**src/rtl/control_sequencer.sv**
```systemverilog
// Parametrised instruction sequencer for the processor control unit.
// It walks FETCH/DECODE/execute states and drives the PC, data memory, register file and ALU controls.
module control_sequencer #(
  parameter int IW        = 16,
  parameter int OPW       = 4,
  parameter int DAW       = 8,
  parameter int RAW       = 4,
  parameter int ASW       = 3,
  parameter int LOAD_WAIT = 1
) (
  input  logic           Clk,
  input  logic           ResetN,
  input  logic [IW-1:0]  IR,
  input  logic           Zero,
  input  logic           Resume,
  output logic           PC_clr,
  output logic           PC_up,
  output logic           PC_ld,
  output logic [DAW-1:0] PC_addr,
  output logic           IR_ld,
  output logic [DAW-1:0] D_addr,
  output logic           D_wr,
  output logic           RF_s,
  output logic           RF_W_en,
  output logic [RAW-1:0] RF_W_addr,
  output logic [RAW-1:0] RF_Ra_addr,
  output logic [RAW-1:0] RF_Rb_addr,
  output logic [ASW-1:0] ALU_s0,
  output logic           Illegal,
  output logic           Halted,
  output logic [3:0]     CurrentState
);

  if ((OPW + DAW + RAW > IW) || (OPW + 3 * RAW > IW)) begin : g_bad_fields
    $error("control_sequencer: instruction fields do not fit in IW");
  end
  if (LOAD_WAIT < 1) begin : g_bad_wait
    $error("control_sequencer: LOAD_WAIT must be at least 1");
  end
  if (ASW < 2) begin : g_bad_asw
    $error("control_sequencer: ASW must be at least 2 to encode sub");
  end

  localparam int CW = (LOAD_WAIT > 1) ? $clog2(LOAD_WAIT) : 1;

  typedef enum logic [3:0] {
    S_INIT      = 4'd0,
    S_FETCH     = 4'd1,
    S_DECODE    = 4'd2,
    S_NOOP      = 4'd3,
    S_STORE     = 4'd4,
    S_LOAD_WAIT = 4'd5,
    S_LOAD_WR   = 4'd6,
    S_ADD       = 4'd7,
    S_SUB       = 4'd8,
    S_JMPZ      = 4'd9,
    S_HALT      = 4'd10
  } state_t;

  state_t         state;
  logic [CW-1:0]  wait_cnt;

  logic [OPW-1:0] opcode;
  logic [RAW-1:0] ra;
  logic [RAW-1:0] rb;
  logic [RAW-1:0] rw;
  logic [DAW-1:0] sa;
  logic [DAW-1:0] la;

  assign opcode = IR[IW-1 -: OPW];
  assign ra     = IR[IW-OPW-1 -: RAW];
  assign rb     = IR[IW-OPW-RAW-1 -: RAW];
  assign rw     = IR[RAW-1:0];
  assign sa     = IR[DAW-1:0];
  assign la     = IR[IW-OPW-1 -: DAW];

  assign CurrentState = state;

  always_ff @(posedge Clk or negedge ResetN) begin
    if (!ResetN) begin
      state    <= S_INIT;
      wait_cnt <= '0;
    end else begin
      case (state)
        S_INIT:   state <= S_FETCH;
        S_FETCH:  state <= S_DECODE;
        S_DECODE: begin
          case (opcode)
            OPW'(0): state <= S_NOOP;
            OPW'(1): state <= S_STORE;
            OPW'(2): state <= S_LOAD_WAIT;
            OPW'(3): state <= S_ADD;
            OPW'(4): state <= S_SUB;
            OPW'(5): state <= S_HALT;
            OPW'(6): state <= S_JMPZ;
            default: state <= S_NOOP;
          endcase
        end
        // The wait counter only advances here, so it is always zero on entry.
        S_LOAD_WAIT: begin
          if (wait_cnt == CW'(LOAD_WAIT - 1)) begin
            wait_cnt <= '0;
            state    <= S_LOAD_WR;
          end else begin
            wait_cnt <= wait_cnt + CW'(1);
          end
        end
        S_HALT:   if (Resume) state <= S_FETCH;
        S_NOOP, S_STORE, S_LOAD_WR, S_ADD, S_SUB, S_JMPZ: state <= S_FETCH;
        default:  state <= S_INIT;
      endcase
    end
  end

  always_comb begin
    PC_clr     = 1'b0;
    PC_up      = 1'b0;
    PC_ld      = 1'b0;
    PC_addr    = '0;
    IR_ld      = 1'b0;
    D_addr     = '0;
    D_wr       = 1'b0;
    RF_s       = 1'b0;
    RF_W_en    = 1'b0;
    RF_W_addr  = '0;
    RF_Ra_addr = '0;
    RF_Rb_addr = '0;
    ALU_s0     = '0;
    Illegal    = 1'b0;
    Halted     = 1'b0;
    case (state)
      S_INIT:   PC_clr = 1'b1;
      S_FETCH: begin
        IR_ld = 1'b1;
        PC_up = 1'b1;
      end
      S_DECODE: Illegal = (opcode > OPW'(6));
      S_STORE: begin
        D_addr     = sa;
        D_wr       = 1'b1;
        RF_Ra_addr = ra;
      end
      S_LOAD_WAIT, S_LOAD_WR: begin
        D_addr    = la;
        RF_s      = 1'b1;
        RF_W_addr = rw;
        RF_W_en   = (state == S_LOAD_WR);
      end
      S_ADD, S_SUB: begin
        RF_Ra_addr = ra;
        RF_Rb_addr = rb;
        RF_W_addr  = rw;
        RF_W_en    = 1'b1;
        ALU_s0     = (state == S_ADD) ? ASW'(1) : ASW'(2);
      end
      // Zero comes straight from this cycle's ALU result, so the jump decision is not registered.
      S_JMPZ: begin
        RF_Ra_addr = ra;
        PC_addr    = sa;
        PC_ld      = Zero;
      end
      S_HALT:   Halted = 1'b1;
      default: ;
    endcase
  end

endmodule

```
**config.mk**
```make
export PLATFORM = sky130hd
export DESIGN_NAME = control_sequencer
export DESIGN_NICKNAME = d
export VERILOG_FILES = /design/src/rtl/control_sequencer.sv
export SDC_FILE = /design/constraint.sdc
export NUM_CORES = 1
export LEC_CHECK = 0
export ABC_AREA = 0
export CAP_MARGIN = 40
export CELL_PAD_IN_SITES_DETAIL_PLACEMENT = 1
export CELL_PAD_IN_SITES_GLOBAL_PLACEMENT = 1
export CORE_MARGIN = 4
export CORE_UTILIZATION = 19
export CTS_BUF_LIST = sky130_fd_sc_hd__clkbuf_2 sky130_fd_sc_hd__clkbuf_4 sky130_fd_sc_hd__clkbuf_8
export DETAILED_ROUTE_END_ITERATION = 7
export PLACE_DENSITY = 0.91
export SYNTH_ARGS = -nofsm -noshare
export SYNTH_HDL_FRONTEND = slang
export SYNTH_SLANG_ARGS = --single-unit
```
**constraint.sdc**
```tcl
create_clock -name Clk -period 2.5 [get_ports Clk]
set_clock_uncertainty 0.15 [all_clocks]
set_input_delay 0.5 -clock Clk [delete_from_list [all_inputs] [get_ports Clk]]
set_output_delay 0.5 -clock Clk [all_outputs]
set_load 0.1 [all_outputs]
```
==> impl_metrics.ini, run 1 <==
[synth]
ys_warn_count = 0
avgSynthCellArea_sq_um = 7.87
syn_area_sq_um = 622
synth_edf_count = 0
async_reset_ff_share_pct = 100
synth-seq-cells = 4
synth_top_area_cell = and2_1
ys_types = 30
seq_area_frac_synth_pct = 16.1
synth_ff_type = dfrtp_1
yosysTopAreaCellShare_pct = 17.1
syn_inst = 79
syn-num-nets = 99
synth_commonest_cells = and2_1 (17), a22o_1 (8), nor2_1 (7)
yosysMostFrequentCell = and2_1
synth_area_leaders = and2_1 (17%), dfrtp_1 (16%), a22o_1 (11%)

[timing]
fin_ws_ns = -0.0753
fmax_mhz = 388
fin_tns_setup_ns = -0.795
hold_violations = 0
period_needed_ns = 2.58
whs_ns = 0.318
fin_crit_sh_pct = 103
setup_viol = 16
rsz0062_at_grt = yes
slew_viol_final = 0

[layout]
largest_reg_flops = 4
fin_util_pct = 70.0
final_net_count = 185
area_growth_pct = 249
drive_above_1_share_pct = 74.8
multi_input_area_sq_um = 707
fill_cells = 302
register_area_sq_um = 113
finalNonFillerCells = 207
diodes = 0

[die]
start_util_pct = 20.0
core_area_sq_um = 3100
ios = 64
num_rows = 20
die_width_um = 65.2
die_y_um = 65.2
dieArea_sq_um = 4250

[pwr]
p_per_area_nw_per_um2 = 895
ir_drop_uv = 921
leakage_nw = 0.911

[drt]
vias = 1054
wl_met2_mm = 2.85
antenna_left = 0
drt_iter0_drc = 55
drc = 0
drt-met1-wl_mm = 2.23
wl_met3_um = 568
viasPerCell = 5.09
drtPass1Iterations = 4
drt_wl_total_mm = 5.68
highest_layer = met4
wl_per_cell_um = 27.4

[run]
drv_cap = 0

[clock_network]
cts_sinks = 4
path_clk_slew_ns = 0.05
cts-buffers-inserted = 3
cts_tree = yes
htree_num_levels = 1
clockBufferDepth = 2
cts_root_buffer = clkbuf_4
worstSkewPairLatency_ns = 0.25

[placed_design]
port_buffers = 62
finalWeightedCongestion = 0.818
dpl.hpwl_mm = 3.54
place_inst = 189

[outcome]
outcome = finished, violations left
violations = negative setup slack

[global_route]
grt_max_degree = 14
grt_pass1_wl_mm = 6.61
grt_usage_pct = 21.1
overflow = 0
antenna_found_initial = 0
grt_pass1_vias = 1089

[min_path]
worstHoldPathType = primary input to asynchronous set/reset pin

[critical_path]
crit_required_ns = 1.85
crit_type = flop to primary output
end_kind = primary output
cp.arrival_ns = 1.93
start_kind = flop
cp_max_fo = 7
logic make-up (layout without fill, tap and decap cells):
| logic type | count (synthesis) | count (layout) | share of synthesized area (%) |
|---|---|---|---|
| AND/OR/NAND/NOR | 46 | 46 | 48.9 |
| AO/OA/AOI/OAI | 19 | 19 | 24.3 |
| buffers and inverters | 8 | 92 | 8.65 |
| flip-flops | 4 | 4 | 16.1 |
| other | 1 | 1 | 0.603 |
| XOR/XNOR | 1 | 1 | 1.41 |
worst max-delay path, cell delays in order (launching register included):
cell,delay [ns]
dfrtp_4,0.48
buf_8,0.14
buf_4,0.13
nor4b_4,0.24
buf_6,0.17
nor3_4,0.05
buf_6,0.15
nor2b_4,0.13
buf_12,0.18
per-stage QoR:
stage	instance area, sq um	total power, mW	worst slack (ns)
3_5_place_dp	1850	1.61	0.0417
4_1_cts	1980	1.76	-0.0480
5_1_grt	2170	1.99	-0.126
3_3_place_gp	1850	1.56	-0.0654
6_report	2170	1.94	-0.0753
2_1_floorplan	787	1.16	-1.35
final timing paths:
path,end,slack (ns),cells after the start,startpoint
min in group Clk,CurrentState[1]$_DFFE_PN0P_,0.69,3,CurrentState[2]$_DFFE_PN0P_
max in group asynchronous,CurrentState[1]$_DFFE_PN0P_,1.66,1,ResetN
worst max register to register,CurrentState[0]$_DFFE_PN0P_,0.45,5,CurrentState[0]$_DFFE_PN0P_
worst min register to register,CurrentState[1]$_DFFE_PN0P_,0.69,3,CurrentState[2]$_DFFE_PN0P_
worst max-delay path,RF_Ra_addr[3],-0.08,8,CurrentState[0]$_DFFE_PN0P_
worst min-delay path,CurrentState[3]$_DFFE_PN0P_,0.32,1,ResetN
layout by cell type (no fill, tap or decap), drive strengths merged, types with 3 or more instances in the layout:
| cell type | netlist | routed |
|---|---|---|
| dfrtp | 4 | 4 |
| clkbuf | 0 | 4 |
| buf | 6 | 67 |
| a22o | 8 | 8 |
| nor3 | 3 | 3 |
| nor2b | 4 | 4 |
| nor2 | 7 | 7 |
| nand2b | 6 | 6 |
| clkdlybuf4s50 | 0 | 19 |
| and2 | 17 | 17 |
repair_timing:
action | in CTS | in global routing
pin swaps | 3 | 7
gates resized for setup | 10 | 24
hold buffers | 0 | 0
cloned | 0 | 1
setup endpoints to repair | 29 | 31
buffers inserted | 7 | 7
cell type report:
| class | count | share of cell area [%] |
|---|---|---|
| flip-flops and latches | 4 | 5.18 |
| repair buffers | 87 | 58.2 |
| multi-input cells | 67 | 32.5 |
| inverters | 2 | 0.518 |
| clock buffers | 3 | 1.04 |
| well taps | 44 | 2.53 |
layer usage:
layer,GRT usage (%),vias up
li1,-,455
met1,22.6,528
met2,39.3,68
met3,6.84,3
met4,5.96,0
met5,0,-
power breakdown:
part / internal, mW / switching (mW) / total [mW]
Sequential: 0.0980 / 0.0219 / 0.120
Clock: 0.0543 / 0.0354 / 0.0896
Combinational: 0.621 / 1.11 / 1.73
(Power assumes the default switching activity.)
==> inputs of run 2 (changes only) <==
Settings changed: CORE_UTILIZATION 19 to 17, PLACE_DENSITY 0.91 to 0.87, SETUP_SLACK_MARGIN set to 0.1.
Clock period 2.5 ns to 2.3 ns, I/O delays scaled along.
==> impl_metrics.ini, run 2 (synthesis gave the netlist of run 1 again) <==
[drt]
wl_per_cell_um = 23.6
drtPass1Iterations = 4
vias = 1013
drt_wl_total_mm = 5.05
viasPerCell = 4.73
drc = 0
antenna_left = 0
drt_iter0_drc = 16

[pwr]
ir_drop_uv = 1310
power.share.switching_pct = 58.0
p_per_area_nw_per_um2 = 957
p_int_uw = 914
finalPower_mw = 2.17
comb_power_share_pct = 85.8
leakage_nw = 0.941
power.share.sequential_pct = 7.2
netSwitchingPower_mw = 1.26
clkPwrFrac_pct = 7.0

[clock_network]
cts_sinks = 4
clockBufferDepth = 2
cts-buffers-inserted = 3
cts_tree = yes
htree_num_levels = 1
cts_root_buffer = clkbuf_8
path_clk_slew_ns = 0.04
worstSkewPairLatency_ns = 0.22
cts_hold_buf = 0

[outcome]
violations = negative setup slack
outcome = finished, violations left

[layout]
most-common-layout-cells = buf_12 (42), clkdlybuf4s50_1 (19), buf_4 (19), and2_4 (17), buf_6 (11)
fill_cells = 333
finalNonFillerCells = 214
final_area_sq_um = 2270
largest_reg_flops = 4
fin_util_pct = 66.0
layout_commonest_cell = buf_12
drive_above_1_share_pct = 76.2
final_net_count = 190
diodes = 0
area_growth_pct = 265

[global_route]
grt_pass1_vias = 1146
grt_usage_pct = 20.9
overflow = 0
grt_pass1_wl_mm = 6.87
grt_max_degree = 10
antenna_found_initial = 0

[placed_design]
place_ws_ns = 0.0394
place_inst = 193
place_area_sq_um = 1920
dpl.hpwl_mm = 3.40
port_buffers = 62
finalWeightedCongestion = 0.689

[timing]
fin_crit_sh_pct = 106
whs_ns = 0.301
slew_viol_final = 0
fmax_mhz = 408
fin_tns_setup_ns = -2.39
fin_ws_ns = -0.149
period_needed_ns = 2.45
hold_violations = 0
setup_viol = 23
rsz0062_at_grt = yes

[critical_path]
crit_start = CurrentState[2]$_DFFE_PN0P_
cp_max_fo = 4
path_cells = or4b_4 -> o21ai_4 -> and2_4 -> buf_12
reg2reg_to = CurrentState[2]$_DFFE_PN0P_
timing.rr.start = CurrentState[0]$_DFFE_PN0P_
cpMaxStageDelayCell = or4b_4
crit_required_ns = 1.69
rr_worst_depth = 6
start_kind = flop
crit_type = flop to primary output
max_stage_delay_ns = 0.61
cp.arrival_ns = 1.84
end_kind = primary output
r2r_setup_slack_ns = 0.13

[die]
die_width_um = 68.5
dieArea_sq_um = 4690
core_area_sq_um = 3440
ios = 64
die_y_um = 68.5
num_rows = 21
start_util_pct = 18.1

[run]
drv_cap = 0

[min_path]
worstHoldPathType = primary input to asynchronous set/reset pin
run 2: changes by cell type in the layout (fill, tap and decap cells not counted), moves of 3 or more:
| cell | delta |
|---|---|
| buf_8 | -3 |
| buf_6 | +5 |
| clkbuf_4 | -3 |
| clkbuf_8 | +3 |
run 2: critical path, delay by kind of cell, from the launching register on:
| kind | cells | cell delay (ns) |
|---|---|---|
| buf+inv | 1 | 0.17 |
| simple gates | 2 | 0.81 |
| compound gates | 1 | 0.13 |
| flops | 1 | 0.50 |
run 2: layout make-up:
type                    instances  area, sq um  area share (%)
inverters                       2         11.3           0.496
clock buffers                   3         41.3            1.82
repair buffers                 91         1300            57.1
multi-input cells              68          748            32.9
well taps                      46         57.6            2.53
flip-flops and latches          4          115            5.07
run 2: how the worst max path moves through the flow:
stage / endpoint / slack [ns] / cells after the start
floorplan: RF_Ra_addr[0] / -1.51 / 4
global placement: RF_Rb_addr[1] / 0.09 / 4
detailed placement: RF_Ra_addr[2] / 0.04 / 6
CTS: D_addr[5] / -0.12 / 6
global route: RF_W_addr[0] / -0.17 / 4
finish: RF_W_addr[3] / -0.15 / 4
run 2: timing repair:
action / CTS / global route
cloned: 1 / 0
setup buffers: 16 / 1
setup endpoints to repair: 34 / 34
resized for setup: 31 / 3
pin swaps: 17 / 6
run 2: power groups by stage:
stage | clock, mW | combinational [mW] | sequential (mW)
2_1_floorplan | 0 | 0.999 | 0.290
5_1_grt | 0.161 | 1.92 | 0.161
3_3_place_gp | 0 | 1.58 | 0.157
4_1_cts | 0.149 | 1.84 | 0.150
6_report | 0.151 | 1.87 | 0.158
3_5_place_dp | 0 | 1.62 | 0.166
run 2: per-layer routing:
metal | vias to the layer above | part of all wire [%] | global-route usage (%)
met3 | 6 | 6.6 | 3.94
met2 | 47 | 54 | 40.9
met1 | 496 | 38 | 22.6
met4 | 0 | 1.8 | 4.71
met5 | - | 0 | 0
li1 | 464 | - | -
